File: config.mk
export PLATFORM = sky130hd
export DESIGN_NAME = fetch_controller
export DESIGN_NICKNAME = d
export VERILOG_FILES = /design/src/rtl/upower_fetch_pkg.sv /design/src/rtl/fetch_buffer.sv /design/src/rtl/fetch_controller.sv
export SDC_FILE = /design/constraint.sdc
export NUM_CORES = 1
export LEC_CHECK = 0
export CELL_PAD_IN_SITES_DETAIL_PLACEMENT = 2
export CELL_PAD_IN_SITES_GLOBAL_PLACEMENT = 2
export CORE_UTILIZATION = 34
export DETAILED_ROUTE_END_ITERATION = 7
export HOLD_SLACK_MARGIN = 0.06
export PLACE_DENSITY_LB_ADDON = 0.2
export SLEW_MARGIN = 20
export SYNTH_ARGS = -nofsm -noshare
export SYNTH_HDL_FRONTEND = slang
export SYNTH_SLANG_ARGS = --single-unit
File: constraint.sdc
create_clock -name clk -period 3 [get_ports clk]
set_clock_uncertainty 0.1 [all_clocks]
set_input_delay 0.9 -clock clk [delete_from_list [all_inputs] [get_ports clk]]
set_output_delay 0.9 -clock clk [all_outputs]
set_load 0.02 [all_outputs]
File: src/rtl/upower_fetch_pkg.sv
// Shared types for the uPower instruction fetch path: controller states,
// buffered fetch entries and the buffer depth.
package upower_fetch_pkg;

  localparam int FETCH_BUF_DEPTH = 2;
  localparam int FETCH_PC_W      = 32;

  typedef enum logic [1:0] {
    IDLE  = 2'd0,
    FETCH = 2'd1,
    DRAIN = 2'd2,
    HALT  = 2'd3
  } fetch_state_t;

  typedef struct packed {
    logic [FETCH_PC_W-1:0] pc;
    logic [31:0]           instr;
  } fetch_entry_t;

endpackage

File: src/rtl/fetch_buffer.sv
// Two-entry FIFO holding fetched {pc, instr} pairs between memory and decode.
// Flush empties the buffer and wins over push; a same-cycle pop is simply absorbed.
module fetch_buffer
  import upower_fetch_pkg::*;
(
  input  logic         clk,
  input  logic         rst_n,
  input  logic         push,
  input  logic         pop,
  input  logic         flush,
  input  fetch_entry_t wr_entry,
  output fetch_entry_t head,
  output logic [1:0]   count
);

  fetch_entry_t mem [FETCH_BUF_DEPTH];
  logic         rd_ptr;
  logic         wr_ptr;
  logic         pop_ok;
  logic         push_ok;

  // Guard against pops on empty and pushes into a full buffer without a pop.
  assign pop_ok  = pop & (count != 2'd0);
  assign push_ok = push & ((count < 2'd2) | pop_ok);
  assign head    = mem[rd_ptr];

  always_ff @(posedge clk or negedge rst_n) begin
    if (!rst_n) begin
      mem[0] <= '0;
      mem[1] <= '0;
      rd_ptr <= 1'b0;
      wr_ptr <= 1'b0;
      count  <= 2'd0;
    end else if (flush) begin
      rd_ptr <= 1'b0;
      wr_ptr <= 1'b0;
      count  <= 2'd0;
    end else begin
      if (push_ok) begin
        mem[wr_ptr] <= wr_entry;
        wr_ptr      <= ~wr_ptr;
      end
      if (pop_ok) begin
        rd_ptr <= ~rd_ptr;
      end
      count <= count + {1'b0, push_ok} - {1'b0, pop_ok};
    end
  end

endmodule

File: src/rtl/fetch_controller.sv
// Fetch sequencer: walks the program counter through instruction memory,
// buffers results for decode, and handles redirects and end of program.
module fetch_controller
  import upower_fetch_pkg::*;
#(
  parameter int                ADDR_W    = 32,
  parameter int                NUM_INSTR = 6,
  parameter logic [ADDR_W-1:0] RESET_PC  = '0
) (
  input  logic              clk,
  input  logic              rst_n,
  input  logic              start,
  output logic [ADDR_W-1:0] program_counter,
  input  logic [31:0]       instruction,
  output logic              if_valid,
  output logic [31:0]       if_instr,
  output logic [ADDR_W-1:0] if_pc,
  input  logic              if_ready,
  input  logic              redirect_valid,
  input  logic [ADDR_W-1:0] redirect_pc,
  output logic              halted,
  output fetch_state_t      dbg_state
);

  localparam logic [ADDR_W-1:0] LAST_PC = ADDR_W'(NUM_INSTR - 1);

  fetch_state_t      state_q, state_d;
  logic [ADDR_W-1:0] pc_q, pc_d;
  logic              halted_q;
  logic              push, pop, flush;
  logic [1:0]        count;
  fetch_entry_t      head;
  fetch_entry_t      wr_entry;

  // Decode handshake: an instruction transfers on any cycle where if_valid and
  // if_ready are both high; if_valid/if_instr/if_pc stay stable until then.
  assign pop = if_valid & if_ready;

  assign wr_entry.pc    = FETCH_PC_W'(pc_q);
  assign wr_entry.instr = instruction;

  fetch_buffer u_buf (
    .clk      (clk),
    .rst_n    (rst_n),
    .push     (push),
    .pop      (pop),
    .flush    (flush),
    .wr_entry (wr_entry),
    .head     (head),
    .count    (count)
  );

  always_comb begin
    state_d = state_q;
    pc_d    = pc_q;
    push    = 1'b0;
    flush   = 1'b0;
    case (state_q)
      IDLE: begin
        if (start) state_d = FETCH;
      end
      FETCH, DRAIN: begin
        if (redirect_valid) begin
          flush   = 1'b1;
          pc_d    = redirect_pc;
          state_d = (redirect_pc > LAST_PC) ? HALT : FETCH;
        end else if (state_q == FETCH) begin
          if ((count < 2'd2) || pop) begin
            push = 1'b1;
            if (pc_q == LAST_PC) state_d = DRAIN;
            else                 pc_d    = pc_q + ADDR_W'(1);
          end
        end else if ((count == 2'd0) || ((count == 2'd1) && pop)) begin
          state_d = HALT;
        end
      end
      HALT:    state_d = HALT;
      default: state_d = IDLE;
    endcase
  end

  always_ff @(posedge clk or negedge rst_n) begin
    if (!rst_n) begin
      state_q  <= IDLE;
      pc_q     <= RESET_PC;
      halted_q <= 1'b0;
    end else begin
      state_q  <= state_d;
      pc_q     <= pc_d;
      halted_q <= (state_d == HALT);
    end
  end

  assign program_counter = pc_q;
  assign if_valid        = (count != 2'd0);
  assign if_instr        = head.instr;
  assign if_pc           = ADDR_W'(head.pc);
  assign halted          = halted_q;
  assign dbg_state       = state_q;

endmodule
==> results of run 1 <==
==> sequential cells by signal, summed over array words and instances (netlist names) <==
register	flops
u_buf.count	2
u_buf.wr_ptr	1
halted	1
dbg_state	2
u_buf.mem	128
program_counter	32
u_buf.rd_ptr	1
==> synthesized netlist by cell type (all sizes together), types with 7 or more instances <==
cell	n
mux2	192
dfrtp	167
nand2	24
buf	23
nand3	19
o21ai	19
nor4	18
clkbuf	17
nor2	17
nand4	14
nor3	13
a21oi	11
inv	9
a31oi	8
o22ai	8
and2	7
ha	7
==> logic make-up after synthesis <==
| kind of cell | after synthesis | share of synthesized area, % |
|---|---|---|
| adder cells (fa/ha/maj) | 7 | 1.060 |
| flip-flops | 167 | 50.58 |
| multiplexers | 198 | 26.89 |
| AO/OA/AOI/OAI | 81 | 6.738 |
| AND/OR/NAND/NOR | 144 | 10.80 |
| buffers and inverters | 51 | 2.877 |
| XOR/XNOR | 10 | 1.060 |
==> layout make-up <==
| cell class | count | area [µm²] | share of cell area, % |
|---|---|---|---|
| Clock buffer | 19 | 452.9 | 4.041 |
| Clock inverter | 12 | 141.4 | 1.261 |
| Inverter | 11 | 41.29 | 0.3683 |
| Multi-Input combinational cell | 440 | 3855 | 34.39 |
| Sequential cell | 167 | 4183 | 37.31 |
| Tap cell | 319 | 399.1 | 3.561 |
| Timing Repair Buffer | 219 | 2137 | 19.06 |
==> final timing paths <==
path / endpoint / slack (ns) / startpoint
setup / recovery: halted$_DFF_PN0_ / 0.1 / redirect_pc[13]
hold / removal: program_counter[14]$_DFFE_PN0P_ / 0.36 / rst_n
setup reg to reg: program_counter[13]$_DFFE_PN0P_ / 0.23 / program_counter[8]$_DFFE_PN0P_
hold reg to reg: u_buf.mem[71]$_DFFE_PN0P_ / 0.41 / u_buf.mem[71]$_DFFE_PN0P_
max in group asynchronous: u_buf.mem[125]$_DFFE_PN0P_ / 1.70 / rst_n
min in group clk: u_buf.mem[71]$_DFFE_PN0P_ / 0.41 / u_buf.mem[71]$_DFFE_PN0P_
==> placed cells by master (no fill, tap or decap), drive strengths merged, types with 3 or more instances in the layout <==
cell,count
a211oi,3
a21o,4
a21oi,11
a22o,3
a22oi,3
a311oi,4
a31oi,8
and2,7
and3,5
and4,4
buf,52
clkbuf,19
clkdlybuf4s50,104
clkinv,3
clkinvlp,4
dfrtp,167
dlygate4sd2,63
ha,7
inv,14
mux2,192
mux2i,6
nand2,24
nand3,19
nand4,14
nor2,17
nor2b,5
nor3,13
nor4,18
o21ai,19
o22ai,8
o31a,4
or3,6
or4,3
xnor2,4
xor2,6
==> stage by stage <==
stage	hold WS (ns)	util [%]
final	0.3633	47.33
after floorplan	0.3640	-
after global routing	0.3810	47.33
after CTS	0.3648	47.33
after detailed placement	0.3946	45.12
after global placement	0.3834	45.12
==> routing by layer <==
metal	vias to the layer above	global-route usage (%)
li1	2839	-
met1	3343	28.51
met2	174	40.11
met3	41	4.654
met4	0	8.784
met5	-	0
==> worst register-to-register path: cells and delay by family, from the launching register on <==
family	cells	cell delay (ns)
AND/OR/NAND/NOR	2	0.93
AO/OA/AOI/OAI	3	0.66
flip-flops	1	0.53
buffers and inverters	2	0.42
==> what timing repair did <==
item / CTS / global route
endpoints found under the setup margin: 53 / 0
gates resized for setup: 63 / 0
hold buffers: 0 / 0
setup buffers: 1 / 0
==> power by group through the flow <==
stage / sequential, mW / combinational [mW] / clock, mW
after floorplan: 4.16 / 3.77 / 0
after global placement: 4.21 / 6.52 / 0
after detailed placement: 4.37 / 6.76 / 0
after CTS: 4.32 / 6.44 / 2.32
after global routing: 4.47 / 6.79 / 2.39
final: 4.30 / 6.35 / 2.25
==> summary.txt, run 1 <==
Placement
  – Gpl congestion: 0.8643
  – DP Cell Count: 1155
  – Placed inst area: 0.01069 mm²
  – Placed wire-length estimate: 19.93 mm
  – Dpl ws: -0.3465 ns
  – Port bufs: 168

Timing
  – Final Cycle Share: 96.77%
  – Final Max Slew Viols: 0
  – RSZ-0062 raised after global routing: no
  – Minimum clock period: 2.903 ns
  – Setup TNS: 0 ns
  – Slew @ Worst Pin: 0.7013 ns
  – # setup viols final: 0
  – Final hold violation count: 0
  – Slew headroom: 52.81%
  – Highest clock rate: 344.5 MHz
  – Post-layout worst setup margin: 0.09697 ns

Floorplan
  – Core area: 0.02368 mm²
  – Die width: 157.9 µm
  – IO Pins: 169
  – Initial Util: 34.89%
  – Row count: 56
  – Die Ht: 157.9 µm
  – Die ar.: 0.02493 mm²

Setup path
  – Critical path's largest stage delay: 0.66 ns
  – Critical Path Start Type: primary input
  – Required @ worst endpoint: 3.20 ns
  – Data arrival, critical path: 3.10 ns
  – CP endpoint kind: flop
  – Crit-path leading delay family: simple AND/OR/NAND/NOR gates
  – R2R cell count: 7
  – Instance count on the critical path: 7
  – Crit Path Class: primary input to flop
  – Crit Path Max Fanout: 2
  – Bufs and invs on worst path: 2
  – Slowest-stage cell, CP: nor4_1
  – Cell Chain, Critical Path: clkdlybuf4s50_1 -> nor4_1 -> buf_4 -> nand4_1 -> o31a_1 -> o311a_1 -> nor3b_2

Synthesis
  – Ys flop type: dfrtp_1
  – Netlist cell types: 63
  – Top post-synthesis cells by area: dfrtp_1 (51%), mux2_2 (26%), nor4_1 (1.2%)
  – Mapped Cells: 658
  – Synth Area per Inst: 12.56 µm²
  – Mapped cell area: 0.008263 mm²
  – YS warnings: 0
  – Ys async rst share: 100.0%
  – Share of the synthesized area in the top cell type: 50.58%
  – Syn nets: 734
  – Yosys reg bits: 167
  – Post-synth EDFFs: 0
  – Register area share after synthesis: 50.58%
  – Yosys top cell by area: dfrtp_1

Pwr
  – P_sw: 5.231 mW
  – Seq pwr share: 33.4%
  – Clock power frac: 17.4%
  – Combinational share of power: 49.2%
  – Pwr Density: 1151 mW/mm²
  – Worst IR drop on VDD: 0.4433 mV
  – Int Power: 7.668 mW
  – Power, Total: 12.90 mW
  – P_leak: 4.900 nW
  – Sw Ratio: 40.55%

Drt
  – WL met2: 13.96 mm
  – TritonRoute pass-1 iters: 4
  – WL met3: 1.265 mm
  – Routed wire per std cell: 23.00 µm
  – Wl on met1: 11.31 mm
  – Top Metal Used: met4
  – DRC: 0
  – DR vias/cell: 5.389
  – WL final: 27.30 mm
  – Antenna-violating nets left: 0
  – DR iter-0 viols: 297
  – Routed vias: 6397

Clock network
  – CTS Sinks: 167
  – Root buf cell: clkbuf_16
  – Worst-skew pair later-pin latency: 0.43 ns
  – CTS buffer count: 17
  – Clk slew on worst S/H paths: 0.07 ns
  – H-tree depth: 4
  – Clk buf depth: 2
  – TritonCTS clock tree: yes

Worst hold path
  – Hold/Removal Path Class: primary input to async pin

Finish
  – Final std cells w/o fill: 1187
  – Design area: 0.01121 mm²
  – Nets@finish: 932
  – Fill count: 2382
  – Share of cells above drive strength 1: 33.99%
  – Syn-to-layout area delta: 35.66%
  – Antenna diode count: 0

Global routing
  – Initial antenna violation count: 0
  – First-pass GRT wire length: 43.30 mm
  – Number of global-route vias before repair: 7370
  – Congestion Overflow GR: 0
  – Largest net degree at the start of global routing: 59
  – GRT Overall Usage: 23.25%

Run
  – Max_cap viols: 0

Run status
  – Status: complete, no violations
No activity file was read; power rests on OpenSTA's default activity.
==> run 2, diff against run 1 <==
==> constraint.sdc (replaced) <==
create_clock -name clk -period 3 [get_ports clk]
set_clock_uncertainty 0.1 [all_clocks]
set_input_delay 0.45 -clock clk [delete_from_list [all_inputs] [get_ports clk]]
set_output_delay 0.45 -clock clk [all_outputs]
set_load 0.02 [all_outputs]
==> run 2 against run 1 <==
Worst setup slack better by 0.11 ns. Utilization down 0.41 points. Worst hold slack better by 0.043 ns. Flip-flop and latch count unchanged. Combinational power up 10%. Sequential share of layout area up 0.33 points. Final area down 0.87%. Power up 2.5%. Critical path depth down 4. Global-route usage down 0.54 points. Cell count down 0.59%. Clock power down 6%. Critical path type is now flop to primary output. Critical endpoint is now if_pc[8]. Highest routed layer unchanged.
==> summary.txt, run 2 (synthesis gave the netlist of run 1 again) <==
Floorplan
  – Core area: 0.02368 mm²
  – Die ar.: 0.02493 mm²
  – IO Pins: 169
  – Initial Util: 34.89%
  – Die Ht: 157.9 µm
  – Row count: 56
  – Die width: 157.9 µm

Worst hold path
  – Hold/Removal Path Class: flop to flop
  – WHS Path Cells: 1

Setup path
  – Slowest-stage cell, CP: dfrtp_4
  – Data arrival, critical path: 2.24 ns
  – CP endpoint: if_pc[8]
  – RR Endpoint: program_counter[6]$_DFFE_PN0P_
  – Critical Path Start Type: flop
  – Reg2reg start: program_counter[1]$_DFFE_PN0P_
  – Required @ worst endpoint: 2.45 ns
  – CP endpoint kind: primary output
  – Critical path's largest stage delay: 0.56 ns
  – Setup crit start: u_buf.rd_ptr$_DFFE_PN0P_
  – Crit-path leading delay family: buffers and inverters
  – Crit Path Max Fanout: 17
  – Cell Chain, Critical Path: buf_4 -> mux2_2 -> clkdlybuf4s50_1
  – Bufs and invs on worst path: 2
  – Instance count on the critical path: 3
  – R2R cell count: 7
  – FF-to-FF setup slack: 0.35 ns
  – Crit Path Class: flop to primary output

Drt
  – DR vias/cell: 5.447
  – DRC: 0
  – Antenna-violating nets left: 0
  – Routed wire per std cell: 22.81 µm
  – TritonRoute pass-1 iters: 4
  – WL final: 26.91 mm
  – DR iter-0 viols: 267
  – Routed vias: 6427

Finish
  – Design area: 0.01111 mm²
  – Nets@finish: 926
  – Most frequent cells in the layout: mux2_2 (192), clkdlybuf4s50_1 (167), dfrtp_1 (166), buf_4 (39), nand2_1 (23)
  – Max reg flops: 128
  – Fill count: 2404
  – Most flop-heavy register: u_buf.mem
  – Antenna diode count: 0
  – Sequential cell area: 0.004183 mm²
  – Syn-to-layout area delta: 34.48%
  – Commonest non-fill, non-tap cell in the layout: mux2_2
  – Area of the multi-input gates: 0.003855 mm²
  – Share of cells above drive strength 1: 33.33%

Pwr
  – Pwr Density: 1189 mW/mm²
  – Worst IR drop on VDD: 0.5041 mV
  – P_leak: 4.669 nW

Global routing
  – First-pass GRT wire length: 42.07 mm
  – Routing usage on met3: 4.188%
  – Number of global-route vias before repair: 7331
  – Gr busiest metal: met2
  – Initial antenna violation count: 0
  – Congestion Overflow GR: 0
  – GRT Overall Usage: 22.71%
  – Met1 Track Usage GR: 27.32%
  – Largest net degree at the start of global routing: 75
  – M2 GR Usage: 39.65%

Clock network
  – Clk buf depth: 2
  – TritonCTS clock tree: yes
  – CTS buffer count: 17
  – CTS Sinks: 167
  – H-tree depth: 4
  – Root buf cell: clkbuf_16
  – Clk slew on worst S/H paths: 0.07 ns
  – Worst-skew pair later-pin latency: 0.43 ns

Timing
  – RSZ-0062 raised after global routing: no
  – Highest clock rate: 357.9 MHz
  – Final Cycle Share: 93.14%
  – # setup viols final: 0
  – Setup TNS: 0 ns
  – Final hold violation count: 0
  – Minimum clock period: 2.794 ns
  – Slew headroom: 49.85%
  – Slew @ Worst Pin: 0.7522 ns
  – Final Max Slew Viols: 0

Run
  – Max_cap viols: 0

Placement
  – Placed wire-length estimate: 19.35 mm
  – Gpl congestion: 0.8463
  – Placed inst area: 0.01055 mm²
  – Port bufs: 168

Run status
  – Status: complete, no violations
==> run 2: layout make-up <==
| type | count | share of cell area (%) |
|---|---|---|
| Sequential cell | 167 | 37.64 |
| Inverter | 11 | 0.3716 |
| Tap cell | 319 | 3.592 |
| Multi-Input combinational cell | 440 | 34.69 |
| Clock buffer | 17 | 3.828 |
| Clock inverter | 13 | 1.103 |
| Timing Repair Buffer | 213 | 18.77 |
==> run 2: worst min-delay path by stage <==
stage / start / endpoint / slack [ns]
6_report: u_buf.mem[63]$_DFFE_PN0P_ / u_buf.mem[63]$_DFFE_PN0P_ / 0.41
4_1_cts: u_buf.mem[63]$_DFFE_PN0P_ / u_buf.mem[63]$_DFFE_PN0P_ / 0.41
3_5_place_dp: u_buf.mem[17]$_DFFE_PN0P_ / u_buf.mem[17]$_DFFE_PN0P_ / 0.39
5_1_grt: u_buf.mem[44]$_DFFE_PN0P_ / u_buf.mem[44]$_DFFE_PN0P_ / 0.42
3_3_place_gp: u_buf.mem[23]$_DFFE_PN0P_ / u_buf.mem[23]$_DFFE_PN0P_ / 0.38
2_1_floorplan: rst_n / dbg_state[0]$_DFF_PN0_ / 0.05
==> run 2: where the power goes <==
group	leakage [nW]	switching, mW	total, mW	internal (mW)
sequential	2.08	0.779	4.10	3.32
combinational	2.33	3.50	7.00	3.50
clock	0.265	0.970	2.12	1.15
total	4.67	5.25	13.2	7.96
==> run 2: timing repair <==
action,CTS,global route
hold buffers,1,0
setup buffers,0,0
resized for setup,0,0
hold endpoints to repair,72,0
==> run 2: routing by layer <==
metal	wire [µm]	part of all wire (%)	up-vias
li1	-	-	2828
met1	11100	41	3379
met2	13840	51	173
met3	1168	4.3	47
met4	802	3.0	0
met5	0	0	-
==> run 2: per-stage QoR <==
step | power, mW | hold slack (ns) | cells | worst slack (ns) | util, %
2_1_floorplan | 7.924 | 0.05441 | 658 | 0.6035 | -
3_3_place_gp | 10.77 | 0.3839 | 1149 | 0.3169 | 44.56
3_5_place_dp | 11.18 | 0.3939 | 1149 | 0.2525 | 44.56
4_1_cts | 13.40 | 0.4091 | 1180 | 0.1613 | 46.92
5_1_grt | 13.96 | 0.4240 | 1180 | 0.1104 | 46.92
6_report | 13.22 | 0.4063 | 1180 | 0.2057 | 46.92
==> run 3, diff against run 2 <==
- CORE_ASPECT_RATIO: not set -> 1.75
- SETUP_SLACK_MARGIN: not set -> 0.4
==> run 3 against run 2 <==
Sequential power about the same. Clock power increased by 7%. Power decreased by 1.5%. Global-route usage rose by 0.11 points. Largest power group unchanged.
==> summary.txt, run 3 (synthesis gave the netlist of run 1 again) <==
Run status
  – Status: complete, no violations

Setup path
  – Crit Path Max Fanout: 7
  – Data arrival, critical path: 1.96 ns
  – Setup crit start: u_buf.rd_ptr$_DFFE_PN0P_
  – Required @ worst endpoint: 2.45 ns
  – RR Endpoint: program_counter[2]$_DFFE_PN0P_
  – Critical Path Start Type: flop
  – Reg2reg start: program_counter[1]$_DFFE_PN0P_
  – FF-to-FF setup slack: 0.56 ns
  – R2R cell count: 8
  – Crit Path Class: flop to primary output
  – CP endpoint: if_pc[28]
  – CP endpoint kind: primary output

Clock network
  – H-tree depth: 4
  – Root buf cell: clkbuf_16
  – Clk buf depth: 2
  – Worst-skew pair later-pin latency: 0.45 ns
  – TritonCTS clock tree: yes
  – Clk slew on worst S/H paths: 0.06 ns
  – CTS buffer count: 17
  – CTS Sinks: 167

Run
  – Max_cap viols: 0

Drt
  – DR vias/cell: 5.404
  – WL final: 26.76 mm
  – Routed vias: 6371
  – DR iter-0 viols: 212
  – TritonRoute pass-1 iters: 4
  – Antenna-violating nets left: 0
  – DRC: 0
  – Routed wire per std cell: 22.70 µm

Finish
  – Most flop-heavy register: u_buf.mem
  – Antenna diode count: 0
  – Fill count: 2413
  – Max reg flops: 128
  – Design area: 0.01121 mm²
  – Final std cells w/o fill: 1179
  – Nets@finish: 935
  – Share of cells above drive strength 1: 33.98%
  – Commonest non-fill, non-tap cell in the layout: mux2_2
  – Syn-to-layout area delta: 35.66%
  – Most frequent cells in the layout: mux2_2 (192), dfrtp_1 (166), clkdlybuf4s50_1 (109), dlygate4sd2_1 (57), buf_4 (43)

Timing
  – # setup viols final: 0
  – Setup TNS: 0 ns
  – Minimum clock period: 2.512 ns
  – Final Max Slew Viols: 0
  – Slew @ Worst Pin: 0.6174 ns
  – Highest clock rate: 398.0 MHz
  – Worst hold slack: 0.4018 ns
  – Final hold violation count: 0
  – Slew headroom: 58.53%
  – RSZ-0062 raised after global routing: no
  – Final Cycle Share: 83.75%

Floorplan
  – Die width: 119.8 µm
  – Core area: 0.02393 mm²
  – Initial Util: 34.53%
  – Die ar.: 0.02495 mm²
  – IO Pins: 169
  – Row count: 75
  – Die Ht: 208.2 µm

Global routing
  – First-pass GRT wire length: 42.52 mm
  – GRT Overall Usage: 22.82%
  – Largest net degree at the start of global routing: 66
  – Number of global-route vias before repair: 7363
  – Initial antenna violation count: 0
  – Congestion Overflow GR: 0

Placement
  – Gpl congestion: 0.8699
  – DP Cell Count: 1135
  – Placed inst area: 0.01054 mm²
  – Port bufs: 168
  – Placed wire-length estimate: 19.46 mm

Pwr
  – P_leak: 4.907 nW
  – Worst IR drop on VDD: 0.4863 mV
  – Pwr Density: 1162 mW/mm²

Worst hold path
  – Hold/Removal Path Class: flop to flop
-- run 3: changes by cell type in the layout (fill, tap and decap cells not counted), moves of 2 or more --
cell / change
buf_12: +3
buf_4: +4
buf_6: +2
bufinv_16: +2
clkbuf_1: +3
clkbuf_8: +3
clkdlybuf4s50_1: -58
clkinvlp_4: -2
dlygate4sd2_1: +57
inv_6: -5
-- run 3: repair_timing --
item                                   in CTS  in global routing
resized for setup                          59                  3
hold buffers                                1                  0
setup endpoints to repair                  73                 22
cloned                                      0                  0
pin swaps                                   1                  2
endpoints found under the hold margin      53                  0
buffers inserted                            9                  3
-- run 3: metal layers --
layer  share of wire [%]  global-route usage, %
met1                  37                  23.92
met4                 3.7                  11.81
met5                   0                      0
met2                  56                  42.30
met3                 3.9                  4.441
-- run 3: stage by stage --
step	power (mW)	utilization [%]	setup slack, ns
finish	13.02	46.84	0.4876
global placement	10.77	44.06	0.1642
CTS	13.20	46.70	0.3366
floorplan	7.924	-	0.6035
detailed placement	11.09	44.06	0.2090
global route	13.79	46.84	0.4172
-- run 3: cell type report --
class	instances	area (µm²)	share of cell area, %
Timing Repair Buffer	222	2130	19.00
Inverter	11	41.29	0.3683
Tap cell	308	385.4	3.438
Clock inverter	8	121.4	1.083
Multi-Input combinational cell	440	3871	34.54
Sequential cell	167	4183	37.31
Clock buffer	23	478.0	4.264
-- run 3: where the power goes --
part	internal, mW	switching, mW
clock network	1.37	0.906
registers	3.32	0.763
logic	3.22	3.44
total	7.91	5.11
-- run 3: critical path, stage by stage, from the launching register on --
cell             delay, ns
dfrtp_4               0.52
buf_12                0.15
mux2_2                0.21
clkdlybuf4s50_1       0.62
-- run 3: worst min path at each step --
stage / startpoint / to / depth (start not counted)
4_1_cts: u_buf.mem[32]$_DFFE_PN0P_ / u_buf.mem[32]$_DFFE_PN0P_ / 1
2_1_floorplan: rst_n / dbg_state[0]$_DFF_PN0_ / 0
6_report: u_buf.mem[32]$_DFFE_PN0P_ / u_buf.mem[32]$_DFFE_PN0P_ / 1
3_5_place_dp: rst_n / u_buf.mem[109]$_DFFE_PN0P_ / 1
3_3_place_gp: rst_n / u_buf.mem[106]$_DFFE_PN0P_ / 1
5_1_grt: u_buf.mem[87]$_DFFE_PN0P_ / u_buf.mem[87]$_DFFE_PN0P_ / 1
==> RTL edit 1, RTL diff (settings of run 2) <==
Register the output `dbg_state` once more, without a reset; this adds one clock of latency there. The other outputs are not delayed to match.
--- a/src/rtl/fetch_controller.sv
+++ b/src/rtl/fetch_controller.sv
@@ -97,5 +97,7 @@
   assign if_pc           = ADDR_W'(head.pc);
   assign halted          = halted_q;
-  assign dbg_state       = state_q;
+  always_ff @(posedge clk) begin
+    dbg_state <= state_q;
+  end
 
 endmodule
Behaviour: not the same (Yosys sat finds a counterexample within 4 cycles, from zero or initial values and one cycle with rst_n low).
==> RTL edit 1 against run 2 <==
Total power increased by 1.3%; final area about the same; routed wire length increased by 0.81%; sequential cell count increased by 2; global-route usage decreased by 0.080 points; synthesized cell count increased by 2.1%; setup slack got worse by 0.012 ns; area after synthesis increased by 0.33%; die area increased by 0.32%; critical path depth unchanged.
==> RTL edit 1: results (changes against run 2) <==
syn_nets: 748  # was 734
use_met1: 0.281  # was 0.273
via_per_inst: 5.40  # was 5.45
clkbuf_count: 18  # was 17
ir_worst_vdd_mv: 0.504  # about the same
synth_area_leaders: "dfrtp_1, mux2_2, nand2_1"  # was dfrtp_1, mux2_2, nor4_1
outcome: "completed"  # unchanged
critPathArrivalTime_ns: 2.26  # was 2.24 ns
path_max_fanout: 13  # was 17
drt_pass1_iterations: 5  # was 4
synthArstFlopShare: 0.988  # was 1.00
area_share_nonclk_buffers: 0.183  # was 0.188
grtUsageMet2: 0.397  # was 0.396
wire_per_inst_um: 23.0  # was 22.8 um
pg_seq_mw: 4.31  # was 4.10 mW
layout-drive-gt1-share: 0.312  # was 0.333
yosysSeqAreaShare: 0.509  # was 0.506
clkSinkCount: 169  # was 167
fin_nets: 923  # was 926
synth.mux.area_fraction: 0.256  # was 0.269
syn_area_per_cell_um2: 12.3  # was 12.6 um2
grt_pass1_wl_um: 42400  # was 42100 um
slew_headroom: 0.610  # was 0.499
switchingPower_mw: 5.32  # was 5.25 mW
seq_area_frac: 0.380  # was 0.376
synth_cell_types: 64  # was 63
dp.cells: 1145  # was 1149
routed-wl-met3_um: 1050  # was 1170 um
routed_wl_um: 27100  # was 26900 um
max_stage_delay_ns: 0.61  # was 0.56 ns
multi_input_area_share: 0.340  # was 0.347
clk_share: 0.0572  # was 0.0493
use_met3: 0.0337  # was 0.0419
drt_iter0_markers: 274  # was 267
hpwlAfterDp_um: 19200  # was 19400 um
synth_xor_area_frac: 0.0106  # about the same
whs_path_depth: 0  # was 1
grt_pass1_vias: 7316  # was 7331
synthTopCellsByCount: "mux2_2, dfrtp_1, nand2_1, buf_2, o21ai_0"  # was mux2_2, dfrtp_1, nand2_1, nand3_1
multi_input_cells: 447  # was 440
synthAdderAreaFrac: 0.0106  # about the same
p_leak_nw: 4.72  # was 4.67 nW
grt_max_degree: 59  # was 75
gp_congestion: 0.815  # was 0.846
synth_compound_area_frac: 0.0752  # was 0.0674
nNonClkBuffers: 201  # was 213
num-fill-cells: 2437  # was 2404
grt_use_total: 0.226  # was 0.227
hold_viol: 0  # unchanged
powerClk_mw: 2.38  # was 2.12 mW
wirelength_met1_um: 11600  # was 11100 um
==> RTL edit 1: through the flow <==
step	hold WS [ns]	utilization	setup slack [ns]	cell area [um2]	total power, mW
2_1_floorplan	0.0544	-	0.842	8290	7.96
3_3_place_gp	0.307	0.441	0.313	10400	10.6
3_5_place_dp	0.316	0.441	0.268	10400	11.0
4_1_cts	0.314	0.468	0.00266	11100	13.5
5_1_grt	0.351	0.469	0.127	11100	14.2
6_report	0.323	0.469	0.194	11100	13.4
==> RTL edit 1: path summary, 6_finish.rpt <==
check                                   from             endpoint  slack [ns]
worst max-delay path            u_buf.rd_ptr            if_pc[21]        0.19
worst min-delay path              state_q[1]         dbg_state[1]        0.32
worst max register to register    state_q[1]  program_counter[18]        0.38
worst min register to register    state_q[1]         dbg_state[1]        0.32
max in group asynchronous              rst_n         u_buf.mem[5]        1.58
min in group asynchronous              rst_n         u_buf.mem[1]        0.45
==> RTL edit 2, RTL diff (settings of run 2) <==
Made on the original files. Set the package constant `FETCH_PC_W` to 40 (it was 32).
--- a/src/rtl/upower_fetch_pkg.sv
+++ b/src/rtl/upower_fetch_pkg.sv
@@ -4,5 +4,5 @@
 
   localparam int FETCH_BUF_DEPTH = 2;
-  localparam int FETCH_PC_W      = 32;
+  localparam int FETCH_PC_W      = 40;
 
   typedef enum logic [1:0] {
Check against the original RTL: same outputs for any inputs over 4 cycles, from zero or initial values and one cycle with rst_n low; that may be too few to reach the edited logic, so the function may still have changed.
==> RTL edit 2 against run 2 <==
Global-route usage rose by 0.41 points; die area down 0.44%; via count shrank 0.20%; synthesized cell count increased by 3.2%; total power down 0.94%; first-iteration DRC count down 3.4%; area after synthesis shrank 0.44%; setup slack improved by 0.095 ns; routed wire length increased by 1.4%; final area barely moved; sequential cell count is the same.
==> RTL edit 2: results (changes against run 2) <==
outcome: "completed"  # unchanged
placed_area_um2: 10500  # was 10600 um2
synth_cell_types: 56  # was 63
layout-drive-gt1-share: 0.318  # was 0.333
yosysSeqAreaShare: 0.508  # was 0.506
hp-start: "u_buf.mem[117]"  # was u_buf.mem[63]
hpwlAfterDp_um: 19300  # was 19400 um
critPathArrivalTime_ns: 2.15  # was 2.24 ns
p_leak_nw: 4.66  # was 4.67 nW
synth_xor_area_frac: 0.00852  # was 0.0106
grt_pass1_wl_um: 43200  # was 42100 um
synth_area_leaders: "dfrtp_1, mux2_2, clkbuf_1"  # was dfrtp_1, mux2_2, nor4_1
gp_congestion: 0.814  # was 0.846
grt_max_degree: 77  # was 75
dp_slack_ns: 0.180  # was 0.252 ns
via_per_inst: 5.39  # was 5.45
syn_nets: 755  # was 734
finalCritPeriodShare: 0.900  # was 0.931
r2r-end: "program_counter[13]"  # was program_counter[6]
reg2reg_depth: 8  # was 7
synthTopCellsByCount: "mux2_2, dfrtp_1, clkbuf_1, nand2_1, nor2_1"  # was mux2_2, dfrtp_1, nand2_1, nand3_1
crit_end: "if_instr[9]"  # was if_pc[8]
drt_iter0_markers: 258  # was 267
synthAdderAreaFrac: 0.0106  # about the same
p_sw_frac: 0.405  # was 0.397
slew_headroom: 0.480  # was 0.499
routed_wl_um: 27300  # was 26900 um
ir_worst_vdd_mv: 0.395  # was 0.504 mV
path_max_fanout: 25  # was 17
fin_nets: 933  # was 926
slowest_stage: "clkdlybuf4s50_1"  # was dfrtp_4
synth_compound_area_frac: 0.0760  # was 0.0674
grt_use_total: 0.231  # was 0.227
synth.mux.area_fraction: 0.260  # was 0.269
grt_pass1_vias: 7375  # was 7331
==> RTL edit 2: cell types whose count changed in the layout (fill, tap and decap cells not counted), sizes merged, moves of 5 or more <==
| cell | delta |
|---|---|
| nor2 | +7 |
| o211ai | +7 |
| mux2i | -5 |
| or4 | +5 |
| nand2 | +5 |
| buf | -5 |
==> RTL edit 2: area by class of cell <==
cell class              instances  area [um2]
fillers                      2396       12500
flip-flops and latches        167        4180
diodes                          1        2.50
repair buffers                208        2060
multi-input cells             451        3820
clock buffers                  18         439
clock inverters                14         158
inverters                      12        45.0
well taps                     319         399
==> RTL edit 2: stage by stage <==
stage                      util  std cells  hold WS (ns)
after CTS                 0.470       1189         0.407
after detailed placement  0.444       1156         0.377
after global routing      0.470       1189         0.425
after floorplan               -        679        0.0544
final                     0.470       1190         0.403
after global placement    0.444       1156         0.361
==> RTL edit 2: worst min path at each step <==
stage	endpoint	slack, ns	cells after the start
floorplan	dbg_state[0]	0.05	0
global placement	u_buf.mem[127]	0.36	2
detailed placement	u_buf.mem[132]	0.38	2
CTS	u_buf.mem[56]	0.41	1
global route	u_buf.mem[14]	0.42	1
finish	u_buf.mem[117]	0.40	2
==> RTL edit 2: cell families (layout without fill, tap and decap cells) <==
logic type	Yosys count	count (layout)
other	0	1
adder cells (fa/ha/maj)	7	7
XOR/XNOR	8	8
multiplexers	190	190
buffers and inverters	61	252
AO/OA/AOI/OAI	90	90
AND/OR/NAND/NOR	156	156
flip-flops	167	167
==> RTL edit 2: power by group through the flow <==
stage	Sequential, mW	Combinational, mW	Clock, mW
2_1_floorplan	4.06	3.76	0
3_3_place_gp	4.07	6.50	0
3_5_place_dp	4.20	6.73	0
4_1_cts	4.17	6.82	2.27
5_1_grt	4.31	7.20	2.36
6_report	4.16	6.72	2.21
==> RTL edit 2: timing repair <==
action | CTS | global route
resized for setup | 0 | 1
setup endpoints to repair | 0 | 7
hold buffers | 1 | 0
endpoints found under the hold margin | 73 | 0
==> RTL edit 2: worst min-delay path, cell delays in order (launching register included) <==
cell	delay, ns
dfrtp_1	0.35
nand2_1	0.05
o21ai_0	0.07
==> RTL edit 2: routing by layer <==
metal / wire length (um) / up-vias / GRT usage
met1: 11800 / 3343 / 0.294
met3: 1080 / 33 / 0.0369
met5: 0 / - / 0
met4: 491 / 0 / 0.0689
met2: 13900 / 160 / 0.402
li1: - / 2878 / -
